==> config.mk <==
export PLATFORM = sky130hd
export DESIGN_NAME = branch_resolve_unit_flat
export DESIGN_NICKNAME = d
export VERILOG_FILES = /design/src/rtl/branch_resolve_unit_pkg.sv /design/src/rtl/branch_resolve_unit_if.sv /design/src/rtl/branch_resolve_unit_sat_counter.sv /design/src/rtl/branch_resolve_unit.sv /design/src/flat_wrapper.sv
export SDC_FILE = /design/constraint.sdc
export NUM_CORES = 1
export LEC_CHECK = 0
export CAP_MARGIN = 20
export CORE_MARGIN = 4
export CORE_UTILIZATION = 48
export CTS_CLUSTER_DIAMETER = 100
export DETAILED_ROUTE_END_ITERATION = 8
export HOLD_SLACK_MARGIN = 0.15
export PLACE_DENSITY = 0.91
export SLEW_MARGIN = 20
export SYNTH_ARGS = -nofsm -noshare
export SYNTH_HDL_FRONTEND = slang
export SYNTH_SLANG_ARGS = --single-unit
==> constraint.sdc <==
create_clock -name clk -period 9.5 [get_ports clk]
set_input_delay 2.85 -clock clk [delete_from_list [all_inputs] [get_ports clk]]
set_output_delay 2.85 -clock clk [all_outputs]
set_load 0.02 [all_outputs]
==> src/rtl/branch_resolve_unit_pkg.sv <==
// branch_resolve_unit_pkg: shared widths, table address slices and next_pc select encoding
package branch_resolve_unit_pkg;
  localparam int PC_W = 32;
  localparam int IDX_HI = 5;
  localparam int IDX_LO = 2;
  localparam int TAG_HI = 31;
  localparam int TAG_LO = 6;
  typedef enum logic [1:0] {SEL_PC4, SEL_TGT, SEL_REDIR} sel_e;
endpackage

==> src/rtl/branch_resolve_unit_if.sv <==
// branch_resolve_unit_if: fetch, stage-2 and prediction-table signals of the branch resolve unit
interface branch_resolve_unit_if #(parameter int CNT_W = 16);
  logic stall;
  logic [31:0] pc4;
  logic H;
  logic P;
  logic [31:0] Target;
  logic is_beq_s2;
  logic cond_s2;
  logic [31:0] baddr_in_s2;
  logic [31:0] next_pc;
  logic flush;
  logic WRt;
  logic WRp;
  logic C;
  logic [31:0] pc4_s2;
  logic [31:0] baddr_s2;
  logic [CNT_W-1:0] br_count;
  logic [CNT_W-1:0] mp_count;
  modport master (
    output stall, pc4, H, P, Target, is_beq_s2, cond_s2, baddr_in_s2,
    input next_pc, flush, WRt, WRp, C, pc4_s2, baddr_s2, br_count, mp_count
  );
  modport slave (
    input stall, pc4, H, P, Target, is_beq_s2, cond_s2, baddr_in_s2,
    output next_pc, flush, WRt, WRp, C, pc4_s2, baddr_s2, br_count, mp_count
  );
endinterface

==> src/rtl/branch_resolve_unit_sat_counter.sv <==
// sat_counter: counter that increments on inc and sticks at all-ones
module sat_counter #(parameter int W = 16) (
  input logic clk,
  input logic reset,
  input logic inc,
  output logic [W-1:0] count
);
  always_ff @(posedge clk)
    if (reset) count <= '0;
    else if (inc && !(&count)) count <= count + 1'b1;
endmodule

==> src/rtl/branch_resolve_unit.sv <==
// branch_resolve_unit: carries table lookups to stage 2, resolves BEQs, redirects fetch and updates the table
module branch_resolve_unit import branch_resolve_unit_pkg::*; #(
  parameter int CNT_W = 16,
  parameter logic [PC_W-1:0] PC_RESET = 32'h0000_0000
) (
  input logic clk,
  input logic reset,
  branch_resolve_unit_if.slave bus
);
  logic valid_s2, h_s2, p_s2;
  logic [PC_W-1:0] tgt_s2, pc4_q, redir;
  logic res, br, mp;
  sel_e sel;
  always_ff @(posedge clk)
    if (reset) begin
      valid_s2 <= 1'b0;
      h_s2 <= 1'b0;
      p_s2 <= 1'b0;
      tgt_s2 <= '0;
      pc4_q <= PC_RESET;
    end else if (mp) valid_s2 <= 1'b0;
    else if (!bus.stall) begin
      valid_s2 <= 1'b1;
      h_s2 <= bus.H;
      p_s2 <= bus.H & bus.P;
      tgt_s2 <= bus.Target;
      pc4_q <= bus.pc4;
    end
  always_comb begin
    res = valid_s2 & ~bus.stall & ~reset;
    br = res & bus.is_beq_s2;
    mp = (br & (p_s2 ? (~bus.cond_s2 | (tgt_s2 != bus.baddr_in_s2)) : bus.cond_s2))
       | (res & ~bus.is_beq_s2 & p_s2);
    redir = (~bus.is_beq_s2 | ~bus.cond_s2) ? pc4_q : bus.baddr_in_s2;
    sel = mp ? SEL_REDIR : (bus.H & bus.P) ? SEL_TGT : SEL_PC4;
  end
  assign bus.next_pc = (sel == SEL_REDIR) ? redir : (sel == SEL_TGT) ? bus.Target : bus.pc4;
  assign bus.flush = mp;
  assign bus.WRt = br & ~h_s2;
  assign bus.WRp = br;
  assign bus.C = br & bus.cond_s2;
  assign bus.pc4_s2 = pc4_q;
  assign bus.baddr_s2 = bus.baddr_in_s2;
  sat_counter #(.W(CNT_W)) u_br (.clk(clk), .reset(reset), .inc(br), .count(bus.br_count));
  sat_counter #(.W(CNT_W)) u_mp (.clk(clk), .reset(reset), .inc(mp), .count(bus.mp_count));
endmodule
==> src/flat_wrapper.sv <==
// flat-port wrapper written by rule: the top's interface ports become plain ports
module branch_resolve_unit_flat import branch_resolve_unit_pkg::*;
#(
  parameter int CNT_W = 16,
  parameter logic [PC_W-1:0] PC_RESET = 32'h0000_0000
)
  (clk, reset, bus_stall, bus_pc4, bus_H, bus_P, bus_Target, bus_is_beq_s2, bus_cond_s2, bus_baddr_in_s2, bus_next_pc, bus_flush, bus_WRt, bus_WRp, bus_C, bus_pc4_s2, bus_baddr_s2, bus_br_count, bus_mp_count);
  branch_resolve_unit_if #(.CNT_W(CNT_W)) bus_i ();
  input logic clk;
  input logic reset;
  input wire logic [$bits(bus_i.stall)-1:0] bus_stall;
  input wire logic [$bits(bus_i.pc4)-1:0] bus_pc4;
  input wire logic [$bits(bus_i.H)-1:0] bus_H;
  input wire logic [$bits(bus_i.P)-1:0] bus_P;
  input wire logic [$bits(bus_i.Target)-1:0] bus_Target;
  input wire logic [$bits(bus_i.is_beq_s2)-1:0] bus_is_beq_s2;
  input wire logic [$bits(bus_i.cond_s2)-1:0] bus_cond_s2;
  input wire logic [$bits(bus_i.baddr_in_s2)-1:0] bus_baddr_in_s2;
  output wire logic [$bits(bus_i.next_pc)-1:0] bus_next_pc;
  output wire logic [$bits(bus_i.flush)-1:0] bus_flush;
  output wire logic [$bits(bus_i.WRt)-1:0] bus_WRt;
  output wire logic [$bits(bus_i.WRp)-1:0] bus_WRp;
  output wire logic [$bits(bus_i.C)-1:0] bus_C;
  output wire logic [$bits(bus_i.pc4_s2)-1:0] bus_pc4_s2;
  output wire logic [$bits(bus_i.baddr_s2)-1:0] bus_baddr_s2;
  output wire logic [$bits(bus_i.br_count)-1:0] bus_br_count;
  output wire logic [$bits(bus_i.mp_count)-1:0] bus_mp_count;
  assign bus_i.stall = bus_stall;
  assign bus_i.pc4 = bus_pc4;
  assign bus_i.H = bus_H;
  assign bus_i.P = bus_P;
  assign bus_i.Target = bus_Target;
  assign bus_i.is_beq_s2 = bus_is_beq_s2;
  assign bus_i.cond_s2 = bus_cond_s2;
  assign bus_i.baddr_in_s2 = bus_baddr_in_s2;
  assign bus_next_pc = bus_i.next_pc;
  assign bus_flush = bus_i.flush;
  assign bus_WRt = bus_i.WRt;
  assign bus_WRp = bus_i.WRp;
  assign bus_C = bus_i.C;
  assign bus_pc4_s2 = bus_i.pc4_s2;
  assign bus_baddr_s2 = bus_i.baddr_s2;
  assign bus_br_count = bus_i.br_count;
  assign bus_mp_count = bus_i.mp_count;
  branch_resolve_unit #(.CNT_W(CNT_W), .PC_RESET(PC_RESET)) u_core (.clk(clk), .reset(reset), .bus(bus_i));
endmodule
# --- After elaboration in Yosys (flattened, before gate mapping) ---
# Index checks and enable logic that the tools add are counted.
# W data, S select, Z words.
totals:
  regBits: 99
  inputBits: 103
  out_inout_bits: 132
  elab_cells: 44
op_classes:
  n_addsub: 2
  n_eq_ne: 3
  muxes: 6
  n_bitwise: 18
  n_reduce_logical: 8
ops:
  columns: ["op", "count"]
  rows:
  - ["$mux W32", 3]
  - ["$add A16 B1 Y16 const B", 2]
  - ["$ne A32 B32 Y1", 1]
  - ["$reduce_and A16 Y1", 2]
  - ["$and A1 B1 Y1", 9]
  - ["$not A1 Y1", 6]
  - ["$or A1 B1 Y1", 3]
  - ["$eq A2 B1 Y1 const B", 1]
  - ["$eq A2 B2 Y1 const B", 1]
  - ["$logic_and A1 B1 Y1", 2]
  - ["$logic_not A1 Y1", 2]
  - ["$mux W1", 2]
  - ["$mux W2", 1]
  - ["$reduce_and A2 Y1", 1]
  - ["$reduce_or A2 Y1", 1]

# --- Longest topological paths before layout ---
# Gate-level depths: netlist (run 1).
depth:
  depth_word: 10
  mapped_depth: 9
  depth_no_buf: 7

# --- Hierarchy ---
# From an unflattened synthesis (run 1), not the netlist that was laid out.
hier_totals:
  hier_cells: 551
  hier_area_um2: 5531.6
by_module_without_submodules:
  columns: ["module", "n_inst", "cells_each", "area_per_inst_um2", "seq_area_each_um2"]
  rows:
  - ["branch_resolve_unit", 1, 359, 3865.0, 1341.3]
  - ["sat_counter", 2, 96, 833.3, 320.3]

# --- Worst setup path before layout (run 1) ---
# OpenSTA, ideal clock, no wires.
synth_timing:
  path_kind: "input-to-output"
  startpoint: "input reset"
  endpoint: "output bus_next_pc[23]"
  arrival_time_ns: 4.953
  t_required_ns: 6.650
  path_slack_ns: 1.697
  stages: 7
  n_path_buf: 3
  cell_sequence: "buf_6 > or3b_4 > or2_1 > buf_2 > nor2_1 > buf_2 > mux2i_1"
synth_between:
  elab_chain_cells: 9
  elab_cells_between_ends: 12
  cone_classes: "2 x eq/ne; 3 x mux; 7 x bitwise"
synth_lines:
  columns: ["item", "line_no", "text"]
  rows:
  - ["start, declared", "flat_wrapper.sv:10", "input logic reset;"]
  - ["$not A1 Y1 (*)", "branch_resolve_unit.sv:30", "res = valid_s2 & ~bus.stall & ~reset;"]
  - ["$and A1 B1 Y1 (*)", "branch_resolve_unit.sv:30", null]
  - ["$and A1 B1 Y1, on equally long branches", "branch_resolve_unit.sv:31, branch_resolve_unit.sv:33", null]
  - ["$and A1 B1 Y1, on equally long branches", "branch_resolve_unit.sv:32, branch_resolve_unit.sv:33", null]
  - ["$or A1 B1 Y1 (*)", "branch_resolve_unit.sv:33", "| (res & ~bus.is_beq_s2 & p_s2);"]
  - ["net bus_flush", "flat_wrapper.sv:20", "output wire logic [$bits(bus_i.flush)-1:0] bus_flush;"]
  - ["$mux W2 (*)", "branch_resolve_unit.sv:35", "sel = mp ? SEL_REDIR : (bus.H & bus.P) ? SEL_TGT : SEL_PC4;"]
  - ["$eq A2 B1 Y1", "branch_resolve_unit.sv:37", "assign bus.next_pc = (sel == SEL_REDIR) ? redir : (sel == SEL_TGT) ? bus.Target : bus.pc4;"]
  - ["$mux W32", "branch_resolve_unit.sv:37", null]
  - ["$mux W32 (*)", "branch_resolve_unit.sv:37", null]
  - ["end, declared", "flat_wrapper.sv:19", "output wire logic [$bits(bus_i.next_pc)-1:0] bus_next_pc;"]
# The timed path passes the listed nets; every way through them passes the cells marked *.

# --- Final worst setup path (run 1) ---
layout_timing:
  startpoint: "input bus_stall"
  endpoint: "output bus_next_pc[3]"
layout_between:
  elab_chain_cells: 10
  elab_cells_between_ends: 13
  cone_classes: "2 x eq/ne; 3 x mux; 8 x bitwise"
layout_lines:
  columns: ["item", "line_no", "text"]
  rows:
  - ["start, declared", "flat_wrapper.sv:11", "input wire logic [$bits(bus_i.stall)-1:0] bus_stall;"]
  - ["$not A1 Y1 (*)", "branch_resolve_unit.sv:30", null]
  - ["$and A1 B1 Y1 (*) (2 in series)", "branch_resolve_unit.sv:30", null]
  - ["$and A1 B1 Y1, on equally long branches", "branch_resolve_unit.sv:31, branch_resolve_unit.sv:33", null]
  - ["$and A1 B1 Y1, on equally long branches", "branch_resolve_unit.sv:32, branch_resolve_unit.sv:33", null]
  - ["$or A1 B1 Y1 (*)", "branch_resolve_unit.sv:33", null]
  - ["$mux W2 (*)", "branch_resolve_unit.sv:35", null]
  - ["$eq A2 B1 Y1", "branch_resolve_unit.sv:37", null]
  - ["$mux W32", "branch_resolve_unit.sv:37", null]
  - ["$mux W32 (*)", "branch_resolve_unit.sv:37", null]
# Every way passes the cells marked *; elsewhere a longest branch is shown, timed or not.

==> impl_metrics.toml, run 1 <==
[floorplan]
die_area_sq_mm = 0.0142
floorplan.die.width_um = 119
top_level_ports = 235
design.core.area_sq_mm = 0.0121
die_height_um = 119
initial_utilization = 0.491
core.rowCount = 40

[clocking]
skew_pair_late_insertion_delay_ns = 0.34
cts-hold-fix-buffers = 0
tritoncts.num_buffers = 9
postCtsSetupRepairBufs = 0
clockRootBuffer = "sky130_fd_sc_hd__clkbuf_16"
clkSlewWorstSetupHoldPaths_ns = 0.06
post_cts.resized_instances = 0
cts_htree_levels = 3
clock_tree.buffer_depth = 2
clock_tree_from_tritoncts = "built"
cts_num_sinks = 99

[synthesis]
syn_nets = 803
ys_types = 43
synth_top_cells_by_area = "sky130_fd_sc_hd__dfxtp_1 (33%), sky130_fd_sc_hd__mux2i_1 (16%), sky130_fd_sc_hd__o211ai_1 (8.4%)"
async_set_reset_flop_share_out_of_synthesis = 0
syn-mean-instance-area_sq_um = 8.49
synth.cell_area_sq_mm = 0.00593
synth_flop_cell = "sky130_fd_sc_hd__dfxtp_1"
synth_edf_count = 0
synth.most_common_cell = "sky130_fd_sc_hd__dfxtp_1"
synthTopCellsByCount = "sky130_fd_sc_hd__dfxtp_1 (99), sky130_fd_sc_hd__mux2i_1 (96), sky130_fd_sc_hd__a21oi_1 (84)"
cell_type_contributing_the_most_total_cell_area_after_synthesis = "sky130_fd_sc_hd__dfxtp_1"
syn_inst = 698
synth_seq_area_share = 0.334
synth_largest_type_area_fraction = 0.334
yosys_warnings = 0
flip_flop_and_latch_count_after_synthesis = 99

[worst_setup_path]
timing.critical_path.max_delay_family = "buffers and inverters"
critPathRequiredTime_ns = 6.65
path_class = "input port to primary output"
worst_setup_path_end_kind = "primary output"
critical_path.reg2reg.startpoint = "u_core.valid_s2"
crit_path_start_kind = "input port"
critical_path_cell_sequence = "clkdlybuf4s50_1, or3b_4, or2_2, nor2_4, buf_4, mux2i_1, clkdlybuf4s50_1"
timing.critical_path.buf_inv = 3
worstSetupStartpoint = "bus_stall"
endpoint = "bus_next_pc[3]"
path_depth = 7
setup.reg_to_reg.worst_slack_ns = 6.51
r2r_cells = 7
crit_top_cell = "sky130_fd_sc_hd__clkdlybuf4s50_1"
crit-reg2reg-capture = "u_core.tgt_s2[21]"
critical_path.max_stage_delay_ns = 0.64
cp_data_arrival_time_ns = 6.10
cp_slowest_cell = "sky130_fd_sc_hd__clkdlybuf4s50_1"
worstPathMaxFanout = 19

[pwr]
power.share.combinational = 0.229
power-per-cell-area_mw_per_mm2 = 128
clock_power_share = 0.358
seqPwrFrac = 0.414
worst_vdd_rail_ir_drop_mv = 0.0833
power.static_leakage_uw = 0.00284
switching_power_uw = 285
p_int_uw = 787
switching_share = 0.266

[detailed_routing]
antenna_violating_nets_post_route = 0
drt_first_iter_violations = 557
post_drt_via_cell_ratio = 5.87
drcViolationCount = 0
avgRoutedWirePerCell_um = 19.4
wl_mm = 20.0
vias = 6043
detail_route.first_pass.iterations = 7

[sta]
min_period_over_period = 0.943
layout_setup_ws_ns = 0.546
finalClockSkew_ns = 0.00668
finalSetupViolCount = 0
rsz_0062_raised_after_global_routing = "false"
timing.final.hold_violations = 0
fin_crit_ns = 8.95
timing.max_slew.rel_slack = 0.292
tightestPinTransition_ns = 1.06
achievable-frequency_mhz = 112
final-max-slew-violation-count = 0
fin_setup_tns_ns = 0

[global_routing]
grt_use_total = 0.272
grt.overflow.total = 0
grt_antenna_before_repair = 0
grt_max_degree = 98
number_of_global_route_vias_before_repair = 5912
grt_pass1_wl_mm = 31.3

[job]
max_cap_viol_count = 0

[placement]
hpwlAfterDp_mm = 13.9
dp_worst_setup_slack_ns = 0.551
gp_congestion = 0.851
port_bufs = 234

[cells_and_area]
nets = 962
antenna_cells = 0
area_delta_synth_final_pct = 41.6
drive_above_1_share = 0.0430
fillCellCount = 979

[run_status]
outcome = "complete, no violations"

[hold_path]
min-delay-path-class = "flop to flop"
worst reg2reg max path, delay by kind of cell, from the launching register on:
family / cells / cell delay [ns]
AO/OA/AOI/OAI: 1 / 0.18
AND/OR/NAND/NOR: 4 / 1.49
flip-flops: 1 / 0.35
buffers and inverters: 2 / 0.87
logic make-up after synthesis:
| kind of cell | share of synthesized area |
|---|---|
| AOI/OAI and AO/OA | 0.188 |
| xor gates and xnor gates | 0.0591 |
| adders and majority gates | 0.00422 |
| buffers and inverters | 0.0887 |
| DFF | 0.334 |
| muxes | 0.162 |
| and+or+nand+nor | 0.163 |
cell usage in the layout, fill, tap and decap left out, drive strengths merged, types with 5 or more instances in the layout:
master	synthesis	routed
nor2	15	15
buf	47	10
inv	9	9
o21ai	13	13
o41ai	6	6
dfxtp	99	99
o211ai	66	66
and3	6	6
nand2	18	18
nand3	81	81
nand4	18	18
clkdlybuf4s50	0	233
xnor2	36	36
mux2i	96	96
nor3	5	5
or3	14	14
clkbuf	48	14
a21oi	84	84
through the flow:
| step | hold slack [ns] | utilization | cells | area [sq um] | total power [uW] |
|---|---|---|---|---|---|
| floorplan | 0.448 | - | 698 | 5930 | 578 |
| global route | 0.492 | 0.696 | 1029 | 8390 | 1110 |
| CTS | 0.479 | 0.695 | 1029 | 8380 | 1080 |
| global placement | 0.466 | 0.669 | 1014 | 8070 | 694 |
| finish | 0.479 | 0.696 | 1029 | 8390 | 1070 |
| detailed placement | 0.471 | 0.669 | 1014 | 8070 | 697 |
flip-flops by register name, indices dropped and copies added (netlist names):
register and cells:
u_core.bus.pc4_s2 32, u_core.h_s2 1, u_core.p_s2 1, u_core.tgt_s2 32, u_core.u_br.count 16, u_core.u_mp.count 16, u_core.valid_s2 1
power groups by stage:
stage,clock network [uW],logic (uW),registers (uW)
after floorplan,0,118,460
after global placement,0,243,452
after detailed placement,0,245,453
after CTS,391,246,443
after global routing,406,260,445
final,383,245,444
worst min path at each step:
| stage | startpoint | to | depth (start not counted) |
|---|---|---|---|
| 4_1_cts | u_core.tgt_s2[1] | u_core.tgt_s2[1] | 2 |
| 5_1_grt | u_core.tgt_s2[12] | u_core.tgt_s2[12] | 2 |
| 2_1_floorplan | u_core.h_s2 | u_core.h_s2 | 2 |
| 3_5_place_dp | u_core.tgt_s2[29] | u_core.tgt_s2[29] | 2 |
| 3_3_place_gp | u_core.tgt_s2[19] | u_core.tgt_s2[19] | 2 |
| 6_report | u_core.tgt_s2[31] | u_core.tgt_s2[31] | 2 |
per-layer routing:
layer	vias up	share of wire	global-route usage
li1	2879	-	-
met1	2871	0.41	0.330
met2	266	0.49	0.467
met3	27	0.081	0.0708
met4	0	0.020	0.0891
met5	-	0	0
layout make-up:
| type | instances | area (sq um) | area share |
|---|---|---|---|
| multi-input cells | 495 | 3440 | 0.410 |
| repair buffers | 243 | 2410 | 0.287 |
| flip-flops and latches | 99 | 1980 | 0.236 |
| clock buffers | 14 | 284 | 0.0339 |
| well taps | 168 | 210 | 0.0251 |
| inverters | 9 | 33.8 | 0.00403 |
| clock inverters | 1 | 30.0 | 0.00358 |
Power figures use the tool's default switching activity.
==> run 2, diff against run 1 <==
--- a/config.mk
+++ b/config.mk
@@ -12,7 +12,6 @@
 export DETAILED_ROUTE_END_ITERATION = 8
 export HOLD_SLACK_MARGIN = 0.15
 export PLACE_DENSITY = 0.91
-export SLEW_MARGIN = 20
 export SYNTH_ARGS = -nofsm -noshare
 export SYNTH_HDL_FRONTEND = slang
 export SYNTH_SLANG_ARGS = --single-unit
==> impl_metrics.toml, run 2 (synthesis results as in run 1) <==
[run_status]
outcome = "complete, no violations"

[clocking]
cts_num_sinks = 99
clock_tree.buffer_depth = 2
clkSlewWorstSetupHoldPaths_ns = 0.06
clock_tree_from_tritoncts = "built"
tritoncts.num_buffers = 9
cts-hold-fix-buffers = 0
post_cts.resized_instances = 0
clockRootBuffer = "sky130_fd_sc_hd__clkbuf_16"
cts_htree_levels = 3
postCtsSetupRepairBufs = 0
skew_pair_late_insertion_delay_ns = 0.34

[global_routing]
grt_antenna_before_repair = 0
grt.overflow.total = 0
grt_max_degree = 98
grt_use_total = 0.272
number_of_global_route_vias_before_repair = 5912
grt_pass1_wl_mm = 31.3

[placement]
hpwlAfterDp_mm = 13.9
gp_congestion = 0.851
port_bufs = 234

[job]
max_cap_viol_count = 0

[worst_setup_path]
worst_setup_path_end_kind = "primary output"
worstPathMaxFanout = 19
critical_path_cell_sequence = "clkdlybuf4s50_1, or3b_4, or2_2, nor2_4, buf_4, mux2i_1, clkdlybuf4s50_1"
crit_top_cell = "sky130_fd_sc_hd__clkdlybuf4s50_1"
timing.critical_path.max_delay_family = "buffers and inverters"
critical_path.reg2reg.startpoint = "u_core.valid_s2"
setup.reg_to_reg.worst_slack_ns = 6.49
critPathRequiredTime_ns = 6.65
cp_slowest_cell = "sky130_fd_sc_hd__clkdlybuf4s50_1"
timing.critical_path.buf_inv = 3
critical_path.max_stage_delay_ns = 0.64
cp_data_arrival_time_ns = 6.11
path_class = "input port to primary output"
worstSetupStartpoint = "bus_stall"
crit_path_start_kind = "input port"
crit-reg2reg-capture = "u_core.tgt_s2[27]"
r2r_cells = 7

[pwr]
power.static_leakage_uw = 0.00284
finalPower_uw = 1070
power-per-cell-area_mw_per_mm2 = 127
worst_vdd_rail_ir_drop_mv = 0.0769

[sta]
finalClockSkew_ns = 0.00658
timing.final.hold_violations = 0
achievable-frequency_mhz = 112
fin_setup_tns_ns = 0
tightestPinTransition_ns = 1.04
rsz_0062_raised_after_global_routing = "false"
fin_crit_ns = 8.96
final-max-slew-violation-count = 0
finalSetupViolCount = 0
min_period_over_period = 0.944
timing.max_slew.rel_slack = 0.307

[detailed_routing]
antenna_violating_nets_post_route = 0
avgRoutedWirePerCell_um = 19.3
drt_first_iter_violations = 484
vias = 6040
drcViolationCount = 0
wl_mm = 19.9
post_drt_via_cell_ratio = 5.86
detail_route.first_pass.iterations = 5

[hold_path]
timing.hold.worst.start = "u_core.tgt_s2[29]"
timing.hold.worst_endpoint = "u_core.tgt_s2[29]"
min-delay-path-class = "flop to flop"
worst_hold_path.num_cells = 2

[floorplan]
design.core.area_sq_mm = 0.0121
die_area_sq_mm = 0.0142
floorplan.die.width_um = 119
die_height_um = 119
core.rowCount = 40
initial_utilization = 0.491
top_level_ports = 235

[cells_and_area]
antenna_cells = 0
drive_above_1_share = 0.0441
most_common_library_cell_in_the_layout_ignoring_fill_and_taps = "sky130_fd_sc_hd__clkdlybuf4s50_1"
area_delta_synth_final_pct = 42.0
mostFrequentLayoutCells = "sky130_fd_sc_hd__clkdlybuf4s50_1 (233), sky130_fd_sc_hd__dfxtp_1 (99), sky130_fd_sc_hd__mux2i_1 (96)"
nets = 963
==> run 2: per-stage QoR <==
step                      hold WS (ns)  std cells  utilization  setup slack (ns)  cell area [sq um]
after floorplan                  0.448        698            -              1.70               5930
after global placement           0.466       1014        0.669             0.664               8070
after detailed placement         0.471       1014        0.669             0.551               8070
after CTS                        0.479       1029        0.695             0.550               8380
after global routing             0.492       1030        0.697             0.443               8410
final                            0.478       1030        0.697             0.537               8410
==> run 2: worst max path at each step <==
| stage | depth (start not counted) | endpoint | slack, ns |
|---|---|---|---|
| after floorplan | 7 | bus_next_pc[23] | 1.70 |
| after global placement | 7 | bus_next_pc[28] | 0.66 |
| after CTS | 7 | bus_next_pc[3] | 0.55 |
| after global routing | 7 | bus_next_pc[28] | 0.44 |
| final | 7 | bus_next_pc[3] | 0.54 |
| after detailed placement | 7 | bus_next_pc[3] | 0.55 |
==> run 2: per-layer routing <==
| layer | up-vias | global-route usage | part of all wire |
|---|---|---|---|
| met3 | 24 | 0.0708 | 0.083 |
| met1 | 2893 | 0.330 | 0.41 |
| li1 | 2882 | - | - |
| met5 | - | 0 | 0 |
| met4 | 0 | 0.0891 | 0.018 |
| met2 | 241 | 0.467 | 0.49 |
==> run 2: power by group <==
part | switching (uW) | internal [uW]
registers | 12.0 | 432
clock network | 151 | 232
logic | 121 | 125
total | 284 | 788
==> run 2: layout make-up <==
class                      instances  area [sq um]
tap                              168           210
fill                             975          3650
clock buffer                      14           284
sequential                        99          1980
timing repair buffer             244          2430
multi-input combinational        495          3440
clock inverter                     1          30.0
inverter                           9          33.8
==> run 2: worst register-to-register path: stages (launching register included) <==
cell	delay (ns)
sky130_fd_sc_hd__dfxtp_1	0.35
sky130_fd_sc_hd__or3b_4	0.41
sky130_fd_sc_hd__or2_2	0.36
sky130_fd_sc_hd__buf_4	0.37
sky130_fd_sc_hd__nand2_2	0.61
sky130_fd_sc_hd__buf_4	0.49
sky130_fd_sc_hd__nand3_1	0.17
sky130_fd_sc_hd__a21oi_1	0.17
==> run 3, diff against run 2 <==
--- a/config.mk
+++ b/config.mk
@@ -6,12 +6,13 @@
 export NUM_CORES = 1
 export LEC_CHECK = 0
 export CAP_MARGIN = 20
-export CORE_MARGIN = 4
+export CORE_MARGIN = 5
 export CORE_UTILIZATION = 48
 export CTS_CLUSTER_DIAMETER = 100
 export DETAILED_ROUTE_END_ITERATION = 8
 export HOLD_SLACK_MARGIN = 0.15
 export PLACE_DENSITY = 0.91
+export SLEW_MARGIN = 25
 export SYNTH_ARGS = -nofsm -noshare
 export SYNTH_HDL_FRONTEND = slang
 export SYNTH_SLANG_ARGS = --single-unit
==> impl_metrics.toml, run 3 (synthesis results as in run 1) <==
[run_status]
outcome = "complete, no violations"

[sta]
min_period_over_period = 0.929
achievable-frequency_mhz = 113
timing.max_slew.rel_slack = 0.281
finalClockSkew_ns = 0.00789
tightestPinTransition_ns = 1.08
fin_crit_ns = 8.82
fin_setup_tns_ns = 0
timing.final.hold_violations = 0
final-max-slew-violation-count = 0
rsz_0062_raised_after_global_routing = "false"
finalSetupViolCount = 0

[worst_setup_path]
worstPathMaxFanout = 22
critPathRequiredTime_ns = 6.65
path_class = "input port to primary output"
worstSetupStartpoint = "bus_stall"
critical_path.max_stage_delay_ns = 0.65
cp_slowest_cell = "sky130_fd_sc_hd__clkdlybuf4s50_1"
worst_setup_path_end_kind = "primary output"
crit-reg2reg-capture = "u_core.bus.pc4_s2[11]"
critical_path_cell_sequence = "clkdlybuf4s50_1, or3b_4, or2_2, nor2_4, buf_4, mux2i_1, clkdlybuf4s50_1"
crit_path_start_kind = "input port"
setup.reg_to_reg.worst_slack_ns = 6.49
cp_data_arrival_time_ns = 5.97
endpoint = "bus_next_pc[17]"
r2r_cells = 7
critical_path.reg2reg.startpoint = "u_core.tgt_s2[6]"
crit_top_cell = "sky130_fd_sc_hd__clkdlybuf4s50_1"

[global_routing]
number_of_global_route_vias_before_repair = 5875
grt_antenna_before_repair = 0
grt_use_total = 0.259
grt_max_degree = 98
grt.overflow.total = 0
grt_pass1_wl_mm = 30.4

[clocking]
cts_htree_levels = 3
cts-hold-fix-buffers = 0
clkSlewWorstSetupHoldPaths_ns = 0.06
clock_tree.buffer_depth = 2
clock_tree_from_tritoncts = "built"
tritoncts.num_buffers = 9
post_cts.resized_instances = 0
cts_num_sinks = 99
postCtsSetupRepairBufs = 0
clockRootBuffer = "sky130_fd_sc_hd__clkbuf_16"
skew_pair_late_insertion_delay_ns = 0.34

[cells_and_area]
drive_above_1_share = 0.0429
stdcell_area_sq_mm = 0.00837
antenna_cells = 0
most_common_library_cell_in_the_layout_ignoring_fill_and_taps = "sky130_fd_sc_hd__clkdlybuf4s50_1"
nets = 962
area_delta_synth_final_pct = 41.2
mostFrequentLayoutCells = "sky130_fd_sc_hd__clkdlybuf4s50_1 (233), sky130_fd_sc_hd__dfxtp_1 (99), sky130_fd_sc_hd__mux2i_1 (96)"

[floorplan]
die_area_sq_mm = 0.0147
die_height_um = 121
top_level_ports = 235
design.core.area_sq_mm = 0.0121
initial_utilization = 0.491
core.rowCount = 40
floorplan.die.width_um = 121

[detailed_routing]
vias = 6036
post_drt_via_cell_ratio = 5.86
antenna_violating_nets_post_route = 0
detail_route.first_pass.iterations = 5
drt_first_iter_violations = 542
drcViolationCount = 0
wl_mm = 20.0
avgRoutedWirePerCell_um = 19.4

[job]
max_cap_viol_count = 0

[hold_path]
min-delay-path-class = "flop to flop"

[pwr]
power-per-cell-area_mw_per_mm2 = 127
worst_vdd_rail_ir_drop_mv = 0.0759
power.static_leakage_uw = 0.00282

[placement]
port_bufs = 234
place_area_sq_mm = 0.00807
hpwlAfterDp_mm = 13.8
gp_congestion = 0.898
[run 3: changes by cell type in the layout (fill, tap and decap cells not counted)]
cell,previous run,this run
sky130_fd_sc_hd__clkbuf_8,4,1
sky130_fd_sc_hd__clkbuf_1,1,2
sky130_fd_sc_hd__clkinv_2,0,2
sky130_fd_sc_hd__inv_6,0,1
sky130_fd_sc_hd__buf_16,1,0
[run 3: power breakdown]
part,internal (uW),switching (uW),leakage (uW)
logic,124,121,0.00187
registers,431,12.0,0.000810
clock network,212,158,0.000147
total,768,292,0.00282
[run 3: stage by stage]
step / util / hold slack (ns) / std cells / setup slack (ns) / power, uW
final: 0.694 / 0.477 / 1030 / 0.677 / 1060
after global routing: 0.694 / 0.501 / 1030 / 0.570 / 1100
after CTS: 0.694 / 0.480 / 1030 / 0.684 / 1070
after detailed placement: 0.669 / 0.469 / 1014 / 0.695 / 698
after global placement: 0.669 / 0.464 / 1014 / 0.792 / 694
after floorplan: - / 0.448 / 698 / 1.70 / 578
[run 3: worst max-delay path: cells and delay by family]
family / cells / cell delay, ns
mux: 1 / 0.27
buf+inv: 3 / 1.58
simple gates: 3 / 1.25
[run 3: final cells by class]
class	instances	area (sq um)
inverter	9	33.8
clock buffer	12	246
multi-input combinational	495	3440
timing repair buffer	243	2410
sequential	99	1980
tap	168	210
fill	978	3700
clock inverter	4	48.8
[run 3: worst min path at each step]
stage	cells past startpoint	startpoint	endpoint	slack, ns
after floorplan	2	u_core.h_s2	u_core.h_s2	0.45
after global placement	2	u_core.h_s2	u_core.h_s2	0.46
after detailed placement	2	u_core.h_s2	u_core.h_s2	0.47
after CTS	2	u_core.h_s2	u_core.h_s2	0.48
after global routing	2	u_core.tgt_s2[29]	u_core.tgt_s2[29]	0.50
final	2	u_core.tgt_s2[3]	u_core.tgt_s2[3]	0.48
[run 3: layer usage]
metal  vias to the layer above  wire [um]  track usage
li1                       2888          -            -
met1                      2860       8260        0.320
met2                       268       9840        0.449
met3                        20       1600       0.0541
met4                         0        301       0.0793
met5                         -          0            0
